**src/rtl/mem_wr_port_arbiter.sv**
```systemverilog
`default_nettype none
// ============================================================================
// mem_wr_port_arbiter: round-robin arbiter granting up to two writers per cycle
// onto the two write ports of a dual-write register memory. Rev 1.0
// ============================================================================
module mem_wr_port_arbiter #(
  parameter int NREQ = 4,
  parameter int AW   = 4,
  parameter int DW   = 4,
  parameter int CW   = 8
) (
  input  logic              clk,
  input  logic              rst_n,
  input  logic [NREQ-1:0]   req_valid,
  input  logic [NREQ*AW-1:0] req_addr,
  input  logic [NREQ*DW-1:0] req_data,
  output logic [NREQ-1:0]   req_ready,
  input  logic              stall,
  output logic              we1,
  output logic [AW-1:0]     wa1,
  output logic [DW-1:0]     wd1,
  output logic              we2,
  output logic [AW-1:0]     wa2,
  output logic [DW-1:0]     wd2,
  output logic [CW-1:0]     conflict_cnt
);

  localparam int PW = $clog2(NREQ);

  logic [PW-1:0] ptr_q, ptr_d;
  logic          we1_q, we1_d, we2_q, we2_d;
  logic [AW-1:0] wa1_q, wa1_d, wa2_q, wa2_d;
  logic [DW-1:0] wd1_q, wd1_d, wd2_q, wd2_d;
  logic [CW-1:0] cnt_q, cnt_d;

  logic          en;
  logic          g1_vld, g2_vld, clash;
  logic [PW-1:0] g1_idx, g2_idx, last_idx;
  logic [AW-1:0] g1_addr;
  int            sel_idx;

  // Walk requesters from ptr; anything matching G1's address is deferred so the
  // two ports never target the same word in one cycle.
  always_comb begin
    en      = rst_n && !stall;
    g1_vld  = 1'b0;
    g2_vld  = 1'b0;
    clash   = 1'b0;
    g1_idx  = '0;
    g2_idx  = '0;
    g1_addr = '0;
    sel_idx = 0;
    for (int k = 0; k < NREQ; k++) begin
      sel_idx = int'(ptr_q) + k;
      if (sel_idx >= NREQ) sel_idx = sel_idx - NREQ;
      if (en && req_valid[sel_idx]) begin
        if (!g1_vld) begin
          g1_vld  = 1'b1;
          g1_idx  = PW'(sel_idx);
          g1_addr = req_addr[sel_idx*AW +: AW];
        end else if (req_addr[sel_idx*AW +: AW] == g1_addr) begin
          clash = 1'b1;
        end else if (!g2_vld) begin
          g2_vld = 1'b1;
          g2_idx = PW'(sel_idx);
        end
      end
    end
    req_ready = '0;
    if (g1_vld) req_ready[g1_idx] = 1'b1;
    if (g2_vld) req_ready[g2_idx] = 1'b1;
  end

  always_comb begin
    we1_d    = g1_vld;
    we2_d    = g2_vld;
    wa1_d    = wa1_q;
    wd1_d    = wd1_q;
    wa2_d    = wa2_q;
    wd2_d    = wd2_q;
    if (g1_vld) begin
      wa1_d = req_addr[g1_idx*AW +: AW];
      wd1_d = req_data[g1_idx*DW +: DW];
    end
    if (g2_vld) begin
      wa2_d = req_addr[g2_idx*AW +: AW];
      wd2_d = req_data[g2_idx*DW +: DW];
    end
    last_idx = g2_vld ? g2_idx : g1_idx;
    ptr_d    = ptr_q;
    if (g1_vld) ptr_d = (last_idx == PW'(NREQ-1)) ? '0 : last_idx + 1'b1;
    cnt_d = (clash && (cnt_q != {CW{1'b1}})) ? cnt_q + 1'b1 : cnt_q;
  end

  always_ff @(posedge clk) begin
    if (!rst_n) begin
      ptr_q <= '0;
      we1_q <= 1'b0;
      we2_q <= 1'b0;
      wa1_q <= '0;
      wd1_q <= '0;
      wa2_q <= '0;
      wd2_q <= '0;
      cnt_q <= '0;
    end else begin
      ptr_q <= ptr_d;
      we1_q <= we1_d;
      we2_q <= we2_d;
      wa1_q <= wa1_d;
      wd1_q <= wd1_d;
      wa2_q <= wa2_d;
      wd2_q <= wd2_d;
      cnt_q <= cnt_d;
    end
  end

  assign we1          = we1_q;
  assign wa1          = wa1_q;
  assign wd1          = wd1_q;
  assign we2          = we2_q;
  assign wa2          = wa2_q;
  assign wd2          = wd2_q;
  assign conflict_cnt = cnt_q;

  a_port_addr_distinct: assert property (@(posedge clk) disable iff (!rst_n)
    (we1_q && we2_q) |-> (wa1_q != wa2_q));

endmodule
`default_nettype wire
```
**config.mk**
```make
export PLATFORM = sky130hd
export DESIGN_NAME = mem_wr_port_arbiter
export DESIGN_NICKNAME = d
export VERILOG_FILES = /design/src/rtl/mem_wr_port_arbiter.sv
export SDC_FILE = /design/constraint.sdc
export NUM_CORES = 1
export LEC_CHECK = 0
export ABC_AREA = 1
export CAP_MARGIN = 40
export CORE_ASPECT_RATIO = 0.8
export CORE_MARGIN = 2
export CORE_UTILIZATION = 47
export CTS_CLUSTER_DIAMETER = 30
export DETAILED_ROUTE_END_ITERATION = 6
export PLACE_DENSITY = 0.81
export SETUP_SLACK_MARGIN = 0.2
export SKIP_LAST_GASP = 1
export SYNTH_ARGS = -nofsm -noshare
export SYNTH_HDL_FRONTEND = slang
export SYNTH_SLANG_ARGS = --single-unit
```
**constraint.sdc**
```tcl
create_clock -name clk -period 2.9 [get_ports clk]
set_input_delay 0.29 -clock clk [delete_from_list [all_inputs] [get_ports clk]]
set_output_delay 0.29 -clock clk [all_outputs]
set_load 0.01 [all_outputs]
```
==> flow_summary.ini, run 1 <==
[power_and_ir_drop]
vdd.ir_drop.worst_mv = 0.526
power_mw = 5.31
p_int_mw = 2.57
swShare_pct = 51.5
clkPwrFrac_pct = 4.9
pwr-share-comb_pct = 83.6
power_frac_seq_pct = 11.5
p_sw_mw = 2.74
leakage_nw = 2.61
powerDensity_nw_per_um2 = 1020

[clocking]
path_clk_slew_ns = 0.11
cts_root_buf = clkbuf_8
clk_path_buf_depth = 2
clkSinkCount = 28
holdBufCountCts = 0
cts-htree-levels = 1
cts_buffers = 3
insertion_delay_ns = 0.29
cts_tree = built

[final_layout]
layout_commonest_cell = nand2_1
drive_above_1_share_pct = 30.7
n_antenna_cell = 0
layout.nets = 760
final_cell_mix = 158 x nand2_1, 86 x buf_4, 80 x inv_1
synthToLayoutAreaGrowth_pct = 71.8
final_area_um2 = 5220

[sta]
min_period_ns = 3.18
fin_worst_skew_ns = 0.0130
fmaxAchievable_ghz = 0.315
tightest_slew_ns = 0.712
drv_slew = 0
rsz0062_at_grt = true
maxSlewHeadroom_pct = 52.1
setup_viol = 21
hold_viol = 0
finalCritPeriodShare_pct = 110
worst_slack_ns = -0.277
tns_ns = -3.72

[logic_synthesis]
ys_warn_count = 0
yosysUniqueCellTypes = 37
muxShareOfSynthArea_pct = 0
syn_nets = 590
synth_simple_gate_area_share_pct = 48.1
synthAdderAreaFrac_pct = 2.89
synth_compound_area_share_pct = 15.5
synth_xor_area_share_pct = 0.577
synthCells = 544
synth_async_sr_flop_share_pct = 0
ys_seq_elements = 28
syn_area_per_cell_um2 = 5.58
synth_top_family_by_area = simple AND/OR/NAND/NOR gates
synth_edf_count = 0
synth_ff_type = dfxtp_1
synth_seq_area_share_pct = 18.5
syn_area_um2 = 3040

[route]
wl_mm = 13.4
routed_via_density = 5.67
firstDrtPassIters = 6
final_antenna_net_count = 0
wl_per_cell_um = 16.8
vias = 4517
drc = 0
detail_route.iter0.violations = 556

[floorplan]
die_w_um = 93.9
die_h_um = 75.9
ios = 69
placementRows = 26
dieArea_um2 = 7120
start_util_pct = 48.1
core_area_um2 = 6310

[critical_path]
path_class = reg -> out
r2r-end = wd1[2]
r2r_cells = 23
crit_slowest_cell = dfxtp_4
path_common_cell = buf_4
cpPeakStageDelay_ns = 0.40
cp.required_ns = 2.61
crit_chain = inv_4 > ha_4 > inv_6 > nand3_4 > buf_4 > nand3_4 > nand2_1 > buf_4 > nor2_4 > nand2_1 > buf_4 > o21ai_0 > nor2_1 > a21oi_2 > nand2_2 > o22ai_4 > buf_6
end_kind = output port
r2r-start = ptr_q[0]
crit_fanout = 7
r2r_slack_ns = -0.25
arrival_ns = 2.89
startpoint_type = flop

[global_route]
antenna_found_initial = 0
grt_pass1_vias = 4113
overflow = 0
grt_max_degree = 23
track_usage_pct = 33.9
grt_pass1_wl_mm = 19.1

[placed_design]
hpwlAfterDp_mm = 8.31
pre_cts_ws_ns = -0.607
portBuffers = 68
place_congestion = 0.997
placed_cell_area_um2 = 4430

[outcome]
outcome = finished with violations
violations = setup timing

[worst_hold_path]
hold_path_class = reg -> reg
holdPathEnd = conflict_cnt[0]
hold_depth = 1
hold_start = conflict_cnt[0]

[job]
cap_violations = 0
## critical path, delay by kind of cell, from the launching register on
kind | cells | cell delay [ns]
simple gates | 7 | 0.65
buf+inv | 6 | 0.72
flops | 1 | 0.40
compound gates | 3 | 0.54
fa+ha+maj | 1 | 0.26
## registers in the layout, indices dropped and copies added (netlist names)
signal / flops
ptr_q: 2
wd2: 4
we2: 1
wa1: 4
wd1: 4
conflict_cnt: 8
we1: 1
wa2: 4
## final cells by class
cell class / instances / area (um2)
fill: 401 / 1100
clock buffer: 4 / 55.1
sequential: 28 / 568
tap: 84 / 105
inverter: 91 / 365
multi-input combinational: 410 / 2440
timing repair buffer: 180 / 1680
## logic make-up (layout without fill, tap and decap cells)
| logic type | count (synthesis) | in the layout |
|---|---|---|
| and+or+nand+nor | 322 | 322 |
| buffers and inverters | 106 | 275 |
| AOI/OAI and AO/OA | 79 | 79 |
| DFF | 28 | 28 |
| adders and majority gates | 7 | 7 |
| xor gates and xnor gates | 2 | 2 |
## layer usage
layer	vias up	track usage, %	share of wire (%)
met5	-	0	0
met4	0	12.1	4.0
met3	61	5.84	8.2
met2	316	57.3	48
met1	2048	44.2	40
li1	2092	-	-
## synthesized netlist by cell type (2+ instances only)
library cell,n,share of area [%]
a21oi_1,13,2.1
a21oi_2,3,0.87
a31o_1,2,0.58
a31oi_1,3,0.62
and2_1,2,0.41
buf_2,7,1.2
buf_6,4,1.5
clkbuf_1,3,0.37
dfxtp_1,28,18
ha_1,7,2.9
inv_1,83,10
inv_2,7,0.87
nand2_1,175,22
nand2_2,9,1.9
nand2_4,2,0.74
nand3_1,86,14
nand3_2,5,1.6
nand3b_1,7,1.7
nor2_1,24,3.0
nor2_2,4,0.82
nor2_4,3,1.1
o211ai_1,6,1.5
o21ai_0,35,5.8
o21ai_1,5,0.82
o221ai_1,3,0.87
o22ai_1,6,1.2
xnor2_1,2,0.58
## power by group through the flow
stage	Clock [mW]	Sequential, mW	Combinational (mW)
floorplan	0	0.652	2.04
global placement	0	0.593	3.30
detailed placement	0	0.593	3.37
CTS	0.256	0.591	3.99
global route	0.268	0.617	4.75
finish	0.262	0.610	4.44
## metrics by stage
step           util [%]  hold slack (ns)  instances
2_1_floorplan         -            0.453        544
3_3_place_gp       70.1            0.478        758
3_5_place_dp       70.1            0.494        758
4_1_cts            79.8            0.512        793
5_1_grt            82.6            0.559        797
6_report           82.6            0.515        797
## worst max-delay path by stage
stage,from,endpoint,slack [ns],depth (start not counted)
after floorplan,ptr_q[0],req_ready[1],0.06,21
after global placement,req_addr[3],req_ready[2],-0.50,20
after detailed placement,rst_n,req_ready[2],-0.61,20
after CTS,ptr_q[1],req_ready[1],-0.16,17
after global routing,ptr_q[0],ptr_q[1],-0.42,24
final,ptr_q[1],req_ready[1],-0.28,17
## repair_timing
item,4_1_cts,5_1_grt
gates cloned,3,0
pin swaps,25,8
endpoints found under the setup margin,30,31
setup buffers,28,4
resized for setup,97,37
Note: power is estimated with default switching activity, not from simulation.
==> run 2: changes to the inputs <==
CORE_MARGIN = default   (was 2)
==> run 2 against run 1 <==
  * The run still ends with setup timing left
  * Critical path type unchanged
  * Clock power up 24%
  * Sequential power down 0.8%
  * Worst hold slack better by 0.026 ns
  * Register-to-register slack better by 0.10 ns
  * Largest cell class unchanged
  * Combinational power down 2%
  * Utilization up 1.6 points
  * Clock skew down 0.0093 ns
  * Global-route usage up 3.4 points
==> flow_summary.ini, run 2 (synthesized netlist as in run 1, its figures left out) <==
[final_layout]
final_area_um2 = 5110
final_cell_mix = 158 x nand2_1, 87 x buf_4, 80 x inv_1
fin_util_pct = 84.2
layout.nets = 754
register_area_um2 = 568
drive_above_1_share_pct = 29.3
n_antenna_cell = 0
multiInputGateArea_um2 = 2380
largest_reg_flops = 8
layout_commonest_cell = nand2_1
stdcell_count = 788
synthToLayoutAreaGrowth_pct = 68.3
fillers = 389

[global_route]
track_usage_pct = 37.2
grt_pass1_wl_mm = 19.8
overflow = 0
grt_pass1_vias = 4136
grt_max_degree = 23
antenna_found_initial = 0

[floorplan]
dieArea_um2 = 6790
ios = 69
start_util_pct = 50.0
die_w_um = 91.9
core_area_um2 = 6070
die_h_um = 73.9
placementRows = 25

[critical_path]
startpoint_type = flop
r2r-end = ptr_q[1]
arrival_ns = 2.88
end_kind = output port
r2r-start = ptr_q[0]
cp.required_ns = 2.61
path_class = reg -> out
crit_fanout = 8
r2r_slack_ns = -0.15
r2r_cells = 21

[clocking]
clk_path_buf_depth = 2
cts-htree-levels = 1
cts_buffers = 3
path_clk_slew_ns = 0.11
cts_tree = built
cts_root_buf = clkbuf_8
clkSinkCount = 28
insertion_delay_ns = 0.29

[sta]
setup_viol = 14
min_period_ns = 3.17
hold_viol = 0
tightest_slew_ns = 0.648
finalCritPeriodShare_pct = 109
fmaxAchievable_ghz = 0.316
drv_slew = 0
maxSlewHeadroom_pct = 56.4
rsz0062_at_grt = true
fin_worst_skew_ns = 0.00375
worst_slack_ns = -0.266

[worst_hold_path]
hold_start = conflict_cnt[0]
holdPathEnd = conflict_cnt[0]
hold_depth = 1
hold_path_class = reg -> reg

[power_and_ir_drop]
leakage_nw = 2.59
vdd.ir_drop.worst_mv = 0.505
power_mw = 5.26
powerDensity_nw_per_um2 = 1030

[placed_design]
place_congestion = 0.951
portBuffers = 68
dp_cells = 755
placed_cell_area_um2 = 4430
hpwlAfterDp_mm = 8.52

[route]
final_antenna_net_count = 0
detail_route.iter0.violations = 499
wl_met2_mm = 6.37
wl_mm = 13.2
firstDrtPassIters = 6
drc = 0
top_layer = met4
vias = 4522
wl_met1_mm = 5.20
wl_per_cell_um = 16.8
routed_via_density = 5.74
wl_met3_mm = 1.26

[outcome]
violations = setup timing
outcome = finished with violations

[job]
cap_violations = 0
[run 2: how the worst max path moves through the flow]
stage / startpoint / cells past startpoint / to / slack (ns)
3_3_place_gp: req_addr[3] / 20 / req_ready[0] / -0.48
4_1_cts: ptr_q[0] / 20 / req_ready[0] / -0.16
5_1_grt: ptr_q[0] / 19 / req_ready[0] / -0.39
3_5_place_dp: rst_n / 20 / req_ready[0] / -0.59
2_1_floorplan: ptr_q[0] / 21 / req_ready[1] / 0.06
6_report: ptr_q[0] / 17 / req_ready[0] / -0.27
[run 2: per-layer routing]
| metal | vias to the layer above | global-route usage (%) |
|---|---|---|
| met3 | 65 | 6.42 |
| met4 | 0 | 12.3 |
| met2 | 310 | 65.8 |
| li1 | 2081 | - |
| met1 | 2066 | 46.2 |
| met5 | - | 0 |
[run 2: critical path, stage by stage, from the launching register on]
cell and delay, ns:
dfxtp_4 0.40, inv_6 0.05, ha_4 0.31, inv_6 0.06, nand3_1 0.07, nand2_1 0.05, nor2_1 0.19, nand3_1 0.14
nand3_1 0.10, nand2_1 0.08, nor2_1 0.15, nand2_2 0.11, a21oi_4 0.27, nand3_2 0.15, nand2_4 0.11, buf_6 0.12
o22ai_2 0.06, buf_2 0.15
[run 2: through the flow]
step	hold WS, ns	worst slack [ns]	setup TNS (ns)
after floorplan	0.453	0.0646	0
after global placement	0.480	-0.483	-4.33
after detailed placement	0.503	-0.592	-6.36
after CTS	0.519	-0.160	-0.597
after global routing	0.559	-0.395	-4.89
final	0.542	-0.266	-1.79
[run 2: timing repair]
action,in CTS,in global routing
buffers inserted,22,5
setup endpoints to repair,30,30
pin swaps,33,17
hold buffers,0,0
cloned,1,1
resized for setup,86,23
[run 2: final cells by class]
class / instances / area share [%]
Clock buffer: 3 / 0.808
Tap cell: 81 / 1.98
Inverter: 91 / 7.10
Sequential cell: 28 / 11.1
Timing Repair Buffer: 174 / 31.7
Multi-Input combinational cell: 410 / 46.7
Clock inverter: 1 / 0.588
[run 2: power breakdown]
part / total, mW / switching (mW) / internal, mW / leakage [nW]
clock network: 0.326 / 0.141 / 0.186 / 0.0357
logic: 4.33 / 2.47 / 1.86 / 2.32
registers: 0.605 / 0.0916 / 0.514 / 0.230
total: 5.26 / 2.70 / 2.56 / 2.59
